===== config.mk =====
export PLATFORM = sky130hd
export DESIGN_NAME = mc_control_flat
export DESIGN_NICKNAME = d
export VERILOG_FILES = /design/src/rtl/mc_control_if.sv /design/src/rtl/mc_control.sv /design/src/flat_wrapper.sv
export SDC_FILE = /design/constraint.sdc
export NUM_CORES = 1
export LEC_CHECK = 0
export ABC_AREA = 1
export CAP_MARGIN = 5
export CORE_MARGIN = 5
export CORE_UTILIZATION = 37
export CTS_BUF_LIST = sky130_fd_sc_hd__clkbuf_16
export CTS_CLUSTER_DIAMETER = 150
export DETAILED_ROUTE_END_ITERATION = 12
export GPL_ROUTABILITY_DRIVEN = 1
export HOLD_SLACK_MARGIN = 0.05
export PLACE_DENSITY = 0.79
export SYNTH_ARGS = -nofsm -noshare
export SYNTH_HDL_FRONTEND = slang
export SYNTH_SLANG_ARGS = --single-unit

===== constraint.sdc =====
create_clock -name clk -period 2 [get_ports clk]
set_input_delay 0.6 -clock clk [delete_from_list [all_inputs] [get_ports clk]]
set_output_delay 0.6 -clock clk [all_outputs]
set_load 0.01 [all_outputs]

===== src/rtl/mc_control_if.sv =====
// mc_control_if: decode/handshake/debug inputs and datapath control outputs of the multicycle controller
interface mc_control_if;
  logic [5:0] opcode, func;
  logic zero, mem_ready, debug, step;
  logic PCEn, IorD, MemRead, MemWrite, MemtoReg, IRWrite, RegWrite, RegDst, ALUSrcA;
  logic [1:0] PCSource, ALUSrcB;
  logic [2:0] ALUSel;
  logic [3:0] curr_state;
  logic halted, illegal;
  modport master (
    input opcode, func, zero, mem_ready, debug, step,
    output PCEn, IorD, MemRead, MemWrite, MemtoReg, IRWrite, RegWrite, RegDst, ALUSrcA,
    output PCSource, ALUSrcB, ALUSel, curr_state, halted, illegal
  );
  modport slave (
    output opcode, func, zero, mem_ready, debug, step,
    input PCEn, IorD, MemRead, MemWrite, MemtoReg, IRWrite, RegWrite, RegDst, ALUSrcA,
    input PCSource, ALUSrcB, ALUSel, curr_state, halted, illegal
  );
endinterface


===== src/rtl/mc_control.sv =====
// mc_control: multicycle MIPS-style control FSM with memory handshake and debug halt/single-step
module mc_control #(
  parameter bit MEM_HS = 1'b1,
  parameter bit EXT_ISA = 1'b1
) (
  input logic clk,
  input logic rst,
  mc_control_if.master bus
);
  localparam logic [3:0] FETCH = 4'd0, DECODE = 4'd1, MEMADR = 4'd2, MEMRD = 4'd3, MEMWB = 4'd4,
    MEMWR = 4'd5, EXEC = 4'd6, ALUWB = 4'd7, BRANCH = 4'd8, JUMP = 4'd9, ADDIEX = 4'd10,
    IMMWB = 4'd11, HALT = 4'd12;
  localparam logic [5:0] OP_R = 6'b000000, OP_LW = 6'b100011, OP_SW = 6'b101011,
    OP_BEQ = 6'b000100, OP_J = 6'b000010, OP_ADDI = 6'b001000;
  localparam logic [2:0] ALU_ADD = 3'b010, ALU_SUB = 3'b110, ALU_AND = 3'b000, ALU_OR = 3'b001,
    ALU_SLT = 3'b111;
  logic [3:0] state_q, state_d, nxt;
  logic boot_q, boot_d, rdy, boot_halt, is_mem, is_addi;
  logic pc_en, mem_read, mem_write, ir_write, reg_write;
  logic [2:0] r_sel;
  always_comb begin
    rdy = !MEM_HS || bus.mem_ready;
    boot_halt = boot_q && bus.debug;
    is_mem = bus.opcode == OP_LW || bus.opcode == OP_SW;
    is_addi = EXT_ISA && bus.opcode == OP_ADDI;
    boot_d = 1'b0;
    case (state_q)
      FETCH: nxt = boot_halt ? HALT : rdy ? DECODE : FETCH;
      DECODE: nxt = is_mem ? MEMADR : bus.opcode == OP_R ? EXEC : bus.opcode == OP_BEQ ? BRANCH :
        bus.opcode == OP_J ? JUMP : is_addi ? ADDIEX : FETCH;
      MEMADR: nxt = bus.opcode == OP_SW ? MEMWR : MEMRD;
      MEMRD: nxt = rdy ? MEMWB : MEMRD;
      MEMWR: nxt = rdy ? FETCH : MEMWR;
      EXEC: nxt = ALUWB;
      ADDIEX: nxt = IMMWB;
      HALT: nxt = (!bus.debug || bus.step) ? FETCH : HALT;
      default: nxt = FETCH;
    endcase
    // an instruction boundary under debug parks in HALT; leaving HALT is never redirected
    state_d = (nxt == FETCH && state_q != FETCH && state_q != HALT && bus.debug) ? HALT : nxt;
  end
  always_comb begin
    r_sel = bus.func == 6'b100010 ? ALU_SUB : bus.func == 6'b100100 ? ALU_AND :
      bus.func == 6'b100101 ? ALU_OR : bus.func == 6'b101010 ? ALU_SLT : ALU_ADD;
    pc_en = 1'b0;
    mem_read = 1'b0;
    mem_write = 1'b0;
    ir_write = 1'b0;
    reg_write = 1'b0;
    bus.IorD = 1'b0;
    bus.MemtoReg = 1'b0;
    bus.RegDst = 1'b0;
    bus.ALUSrcA = 1'b0;
    bus.PCSource = 2'b00;
    bus.ALUSrcB = 2'b00;
    bus.ALUSel = 3'b000;
    case (state_q)
      FETCH: begin
        mem_read = !boot_halt;
        ir_write = rdy && !boot_halt;
        pc_en = rdy && !boot_halt;
        bus.ALUSrcB = 2'b01;
        bus.ALUSel = ALU_ADD;
      end
      DECODE: begin
        bus.ALUSrcB = 2'b11;
        bus.ALUSel = ALU_ADD;
      end
      MEMADR, ADDIEX: begin
        bus.ALUSrcA = 1'b1;
        bus.ALUSrcB = 2'b10;
        bus.ALUSel = ALU_ADD;
      end
      MEMRD: begin
        mem_read = 1'b1;
        bus.IorD = 1'b1;
      end
      MEMWB: begin
        reg_write = 1'b1;
        bus.MemtoReg = 1'b1;
      end
      MEMWR: begin
        mem_write = 1'b1;
        bus.IorD = 1'b1;
      end
      EXEC: begin
        bus.ALUSrcA = 1'b1;
        bus.ALUSel = r_sel;
      end
      ALUWB: begin
        reg_write = 1'b1;
        bus.RegDst = 1'b1;
      end
      BRANCH: begin
        bus.ALUSrcA = 1'b1;
        bus.ALUSel = ALU_SUB;
        bus.PCSource = 2'b01;
        pc_en = bus.zero;
      end
      JUMP: begin
        bus.PCSource = 2'b10;
        pc_en = 1'b1;
      end
      IMMWB: reg_write = 1'b1;
      default: ;
    endcase
  end
  // strobes are masked by the reset input itself so they drop without waiting for a clock
  assign bus.PCEn = pc_en && rst;
  assign bus.MemRead = mem_read && rst;
  assign bus.MemWrite = mem_write && rst;
  assign bus.IRWrite = ir_write && rst;
  assign bus.RegWrite = reg_write && rst;
  assign bus.curr_state = state_q;
  assign bus.halted = state_q == HALT;
  assign bus.illegal = state_q == DECODE && nxt == FETCH;
  always_ff @(posedge clk or negedge rst)
    if (!rst) begin
      state_q <= FETCH;
      boot_q <= 1'b1;
    end else begin
      state_q <= state_d;
      boot_q <= boot_d;
    end
endmodule


===== src/flat_wrapper.sv =====
// flat-port wrapper written by rule: the top's interface ports become plain ports
module mc_control_flat 
#(
  parameter bit MEM_HS = 1'b1,
  parameter bit EXT_ISA = 1'b1
)
  (clk, rst, bus_opcode, bus_func, bus_zero, bus_mem_ready, bus_debug, bus_step, bus_PCEn, bus_IorD, bus_MemRead, bus_MemWrite, bus_MemtoReg, bus_IRWrite, bus_RegWrite, bus_RegDst, bus_ALUSrcA, bus_PCSource, bus_ALUSrcB, bus_ALUSel, bus_curr_state, bus_halted, bus_illegal);
  mc_control_if bus_i ();
  input logic clk;
  input logic rst;
  input wire logic [$bits(bus_i.opcode)-1:0] bus_opcode;
  input wire logic [$bits(bus_i.func)-1:0] bus_func;
  input wire logic [$bits(bus_i.zero)-1:0] bus_zero;
  input wire logic [$bits(bus_i.mem_ready)-1:0] bus_mem_ready;
  input wire logic [$bits(bus_i.debug)-1:0] bus_debug;
  input wire logic [$bits(bus_i.step)-1:0] bus_step;
  output wire logic [$bits(bus_i.PCEn)-1:0] bus_PCEn;
  output wire logic [$bits(bus_i.IorD)-1:0] bus_IorD;
  output wire logic [$bits(bus_i.MemRead)-1:0] bus_MemRead;
  output wire logic [$bits(bus_i.MemWrite)-1:0] bus_MemWrite;
  output wire logic [$bits(bus_i.MemtoReg)-1:0] bus_MemtoReg;
  output wire logic [$bits(bus_i.IRWrite)-1:0] bus_IRWrite;
  output wire logic [$bits(bus_i.RegWrite)-1:0] bus_RegWrite;
  output wire logic [$bits(bus_i.RegDst)-1:0] bus_RegDst;
  output wire logic [$bits(bus_i.ALUSrcA)-1:0] bus_ALUSrcA;
  output wire logic [$bits(bus_i.PCSource)-1:0] bus_PCSource;
  output wire logic [$bits(bus_i.ALUSrcB)-1:0] bus_ALUSrcB;
  output wire logic [$bits(bus_i.ALUSel)-1:0] bus_ALUSel;
  output wire logic [$bits(bus_i.curr_state)-1:0] bus_curr_state;
  output wire logic [$bits(bus_i.halted)-1:0] bus_halted;
  output wire logic [$bits(bus_i.illegal)-1:0] bus_illegal;
  assign bus_i.opcode = bus_opcode;
  assign bus_i.func = bus_func;
  assign bus_i.zero = bus_zero;
  assign bus_i.mem_ready = bus_mem_ready;
  assign bus_i.debug = bus_debug;
  assign bus_i.step = bus_step;
  assign bus_PCEn = bus_i.PCEn;
  assign bus_IorD = bus_i.IorD;
  assign bus_MemRead = bus_i.MemRead;
  assign bus_MemWrite = bus_i.MemWrite;
  assign bus_MemtoReg = bus_i.MemtoReg;
  assign bus_IRWrite = bus_i.IRWrite;
  assign bus_RegWrite = bus_i.RegWrite;
  assign bus_RegDst = bus_i.RegDst;
  assign bus_ALUSrcA = bus_i.ALUSrcA;
  assign bus_PCSource = bus_i.PCSource;
  assign bus_ALUSrcB = bus_i.ALUSrcB;
  assign bus_ALUSel = bus_i.ALUSel;
  assign bus_curr_state = bus_i.curr_state;
  assign bus_halted = bus_i.halted;
  assign bus_illegal = bus_i.illegal;
  mc_control #(.MEM_HS(MEM_HS), .EXT_ISA(EXT_ISA)) u_core (.clk(clk), .rst(rst), .bus(bus_i));
endmodule

==> impl_results.md, run 1 <==
- Status: aborted with a tool error
- Stopped at: global routing
- Stop err: [ERROR DPL-0038] Utilization greater than 100%, impossible to legalize
- Post-synthesis mux area share: 0%
- Num ports: 40
- Warnings from Yosys: 0
- Pin count of the biggest net entering global routing: 7
- Htree depth: 1
- CTS Hold Bufs: 0
- Worst setup endpoint GRT: bus_illegal
- Total CTS buffers: 3
- Register area share after synthesis: 18.7%
- Chip Width: 52.8 µm
- IO buf count: 39
- Deepest clock path buffer count: 2
- Placement Rows: 15
- FF+latch count, synth: 5
- Die height: 52.8 µm
- Synthesized area per cell: 5.09 µm²
- Synth Area in Compound Gates: 8.32%
- WEP type: primary output
- Main combinational cell family by area after synthesis: simple AND/OR/NAND/NOR gates
- Clk sink count: 5
- Mapped cell area: 677 µm²
- Post-DP HPWL: 2110 µm
- Cells after synthesis: 133
- GPL Wtd Cong: 0.826
- Root Buffer: clkbuf_16
- Post-synthesis adder-cell area fraction: 0%
- Simple-gate share of the synthesized area: 58.0%
- Post-synthesis xor/xnor area fraction: 0%
- Initial Util: 39.2%
- Synth unique cells: 20
- Syn nets: 151
==> kinds of logic after synthesis <==
| family | after synthesis |
|---|---|
| compound gates | 10 |
| buf+inv | 26 |
| flops | 5 |
| other cells | 1 |
| simple gates | 91 |
==> cell usage after synthesis <==
master / instances / area, µm²
a211oi_1: 1 / 7.51
a21oi_1: 6 / 30.0
a31oi_1: 1 / 6.26
conb_1: 1 / 3.75
dfrtp_1: 4 / 100
dfstp_2: 1 / 26.3
inv_1: 22 / 82.6
inv_2: 4 / 15.0
nand2_1: 29 / 109
nand2_2: 1 / 6.26
nand2_4: 1 / 11.3
nand3_1: 17 / 85.1
nand3b_1: 1 / 7.51
nor2_1: 36 / 135
nor2_2: 2 / 12.5
nor3_1: 2 / 10.0
nor3_2: 1 / 10.0
nor4_1: 1 / 6.26
o21ai_0: 1 / 5.00
o31ai_1: 1 / 7.51
==> timing repair <==
action | CTS
setup buffers | 23
cloned | 0
setup endpoints to repair | 18
pin swaps | 30
gates resized for setup | 180
==> through the flow <==
step | cell area [µm²] | util, % | setup slack [ps] | instances
4_1_cts | 1650 | 95.7 | -263 | 248
3_5_place_dp | 1290 | 74.9 | -1010 | 223
3_3_place_gp | 1290 | 74.9 | -952 | 223
2_1_floorplan | 677 | - | 36.5 | 133
==> run 2: changes to the inputs <==
--- a/config.mk
+++ b/config.mk
@@ -7,14 +7,11 @@
 export LEC_CHECK = 0
 export ABC_AREA = 1
 export CAP_MARGIN = 5
-export CORE_MARGIN = 5
-export CORE_UTILIZATION = 37
-export CTS_BUF_LIST = sky130_fd_sc_hd__clkbuf_16
-export CTS_CLUSTER_DIAMETER = 150
+export CORE_AREA = 5 5 66 68
 export DETAILED_ROUTE_END_ITERATION = 12
+export DIE_AREA = 0 0 71 73
 export GPL_ROUTABILITY_DRIVEN = 1
-export HOLD_SLACK_MARGIN = 0.05
-export PLACE_DENSITY = 0.79
+export PLACE_DENSITY_LB_ADDON = 0.15
 export SYNTH_ARGS = -nofsm -noshare
 export SYNTH_HDL_FRONTEND = slang
 export SYNTH_SLANG_ARGS = --single-unit
==> impl_results.md, run 2 <==
- Top FF cell, synth: dfrtp_1 (unchanged)
- Deepest clock path buffer count: 2 (unchanged)
- RSZ-0062 raised after global routing: yes
- Post-synth EDFFs: 0 (unchanged)
- Routed WL: 3130 µm
- Placement Rows: 23 (was 15)
- Max-cap violations: 0
- FF-to-FF path depth: 16
- Layout Utilization: 48.1%
- Global routing usage on met2: 22.1%
- Antenna cells: 0
- Most common cell in the synthesized netlist: nor2_1 (unchanged)
- Worst path cell trace: nor2_4, nand2_2, nor3_4, nor2_1, nand3_1, nor2_2, nand2_1, nor2_2, buf_2
- IO buf count: 39 (unchanged)
- Clock transition at path regs: 30 ps
- Multi-input gate area in the final layout: 677 µm²
- Final number of hold-violating endpoints: 0
- Commonest non-fill, non-tap cell in the layout: buf_4
- Critical Path RT: 1400 ps
- Initial DRC count: 8
- Num ports: 40 (unchanged)
- Cell mode on critical path: nor2_2
- Max Clock Freq: 450 MHz
- Arr. time, crit path: 1620 ps
- Worst clock skew: 1.40 ps
- Register area share after synthesis: 18.7% (unchanged)
- Cells after synthesis: 133 (unchanged)
- Final setup viols: 13
- # nets final: 259
- Max FFs per register: 4
- DRC Markers: 0
- FF+latch count, synth: 5 (unchanged)
- Power density over cell area: 1130 mW/mm²
- Chip Width: 71 µm (was 52.8 µm)
- CP bufs+invs: 1
- Skew-Pair Late Insertion Delay: 220 ps
- Worst R2R Start: u_core.bus.curr_state[2]$_DFF_PN0_
- Layout cells sized above 1: 71.7%
- WHS: 338 ps
- Fill cells: 382
- Htree depth: 1 (unchanged)
- Hold Crit Class: in2async
- Overflow after GRT: 0
- Warnings from Yosys: 0 (unchanged)
- Crit path capture type: output port
- Die ar.: 0.00518 mm²
- Initial Util: 17.8% (was 39.2%)
- CTS tree: yes
- Mapped cell area: 677 µm² (unchanged)
- TNS Setup: -1080 ps
- Failing checks: setup timing
- Critical Path Start Type: flop
- Drt pass-1 iters: 4
- Worst stage delay on the critical path: 440 ps
- Synthesized area per cell: 5.09 µm² (unchanged)
- Met1 usage: 13.3%
- Total CTS buffers: 3 (unchanged)
- Busiest grt layer: met2
- Area share of the largest cell type after synthesis: 20.0% (unchanged)
- P_leak: 1.03 nW
- Max stage delay cell, worst path: dfrtp_2
- Worst VDD drop: 0.000494 V
- Global-route wire length before repair: 5060 µm
- CORE AREA: 0.00380 mm²
- Final setup margin: -221 ps
- Vias/cell: 4.19
- Crit path max-delay family: simple AND/OR/NAND/NOR gates
- Root Buffer: clkbuf_8 (was clkbuf_16)
- Crit Path Class: reg2out
- Worst slack, placed: -1020 ps (was -1010 ps)
- Area Overhead vs Synth: 170%
- Post-DP HPWL: 2180 µm (was 2110 µm)
- GRT met3 Usage: 2.07%
- Pin count of the biggest net entering global routing: 6
- R2R Path End: u_core.bus.curr_state[2]$_DFF_PN0_
- Slew Viols, Final: 0
- Ranking of synthesized cells by area: nor2_1 (20%), nand2_1 (16%), dfrtp_1 (15%) (unchanged)
- Most frequent cells in the layout: buf_4 (51), buf_2 (21), inv_2 (18)
- Die height: 73 µm (was 52.8 µm)
- GPL Wtd Cong: 0.904 (was 0.826)
- Final Cycle Share: 111%
- Synth area leader: nor2_1 (unchanged)
- Clk sink count: 5 (unchanged)
- Synth cell count leaders: nor2_1 (36), nand2_1 (29), inv_1 (22), nand3_1 (17), a21oi_1 (6) (unchanged)
- Final ANT Viol Nets: 0
- Vias in the first global route: 1214
- Vias: 1215
- Post-synthesis async set-or-reset flop share: 100% (unchanged)
- Status: finished with violations (was aborted with a tool error)
- Gr usage total: 11.7%
- Seq. cell area: 131 µm²
- Syn nets: 151 (unchanged)
- Initial antenna violation count: 0
- Crit path time final: 2220 ps
- Synth unique cells: 20 (unchanged)
- Worst R2R Setup Slack: -20 ps
- Tot Pwr: 2.06 mW
- CP Max Fanout: 4
- Drt wl/cell: 10.8 µm
[run 2: cell counts after synthesis]
No cell type changed its count.
[run 2: metrics by stage]
step | cell area (µm²) | instances
5_1_grt | 1830 | 290
4_1_cts | 1720 | 285
3_3_place_gp | 1360 | 253
2_1_floorplan | 677 | 133
6_report | 1830 | 290
3_5_place_dp | 1360 | 253
[run 2: per-layer routing]
layer  share of wire, %  vias up  routed length (µm)
met2                 54       32                1680
met5                  0        -                   0
met4                1.8        0                  57
li1                   -      628                   -
met1                 40      549                1260
met3                4.1        6                 129
[run 2: cell type report]
| type | count | share of cell area [%] |
|---|---|---|
| clock buffer | 4 | 2.47 |
| tap | 50 | 3.43 |
| timing repair buffer | 103 | 44.2 |
| inverter | 26 | 5.62 |
| sequential | 5 | 7.20 |
| multi-input combinational | 102 | 37.1 |
[run 2: worst max-delay path by stage]
stage / startpoint / to / slack, ps / depth (start not counted)
detailed placement: bus_opcode[2] / bus_illegal / -1020 / 11
floorplan: bus_opcode[2] / bus_illegal / 40 / 9
CTS: u_core.bus.curr_state[0]$_DFF_PN0_ / bus_illegal / -260 / 10
finish: u_core.bus.curr_state[3]$_DFF_PN0_ / bus_illegal / -220 / 9
global placement: bus_opcode[0] / bus_illegal / -980 / 10
global route: u_core.bus.curr_state[2]$_DFF_PN0_ / bus_illegal / -340 / 10
[run 2: worst register-to-register path, stage by stage, from the launching register on]
cell	delay, ps
dfrtp_2	450
inv_2	120
nor2_4	70
nand2_4	80
nand2_2	70
nor2_2	100
nand3_2	100
buf_4	140
buf_6	100
buf_6	100
buf_6	100
buf_6	100
buf_6	100
buf_6	100
buf_6	100
inv_2	30
nand2_1	40
[run 2: power breakdown]
group / internal [mW] / switching [mW]
Sequential: 0.140 / 0.0645
Combinational: 0.929 / 0.743
Clock: 0.137 / 0.0467
Total: 1.21 / 0.854
[run 2: kinds of logic after synthesis]
family / Yosys count / share of synthesized area, %
AND/OR/NAND/NOR: 91 / 58.0
buffers and inverters: 26 / 14.4
AO/OA/AOI/OAI: 10 / 8.32
flip-flops: 5 / 18.7
other: 1 / 0.554
[run 2: timing repair]
action,4_1_cts,5_1_grt
gates resized for setup,149,66
endpoints found under the setup margin,18,20
pin swaps,32,31
hold buffers,0,0
setup buffers,29,9
Power figures use the tool's default switching activity.
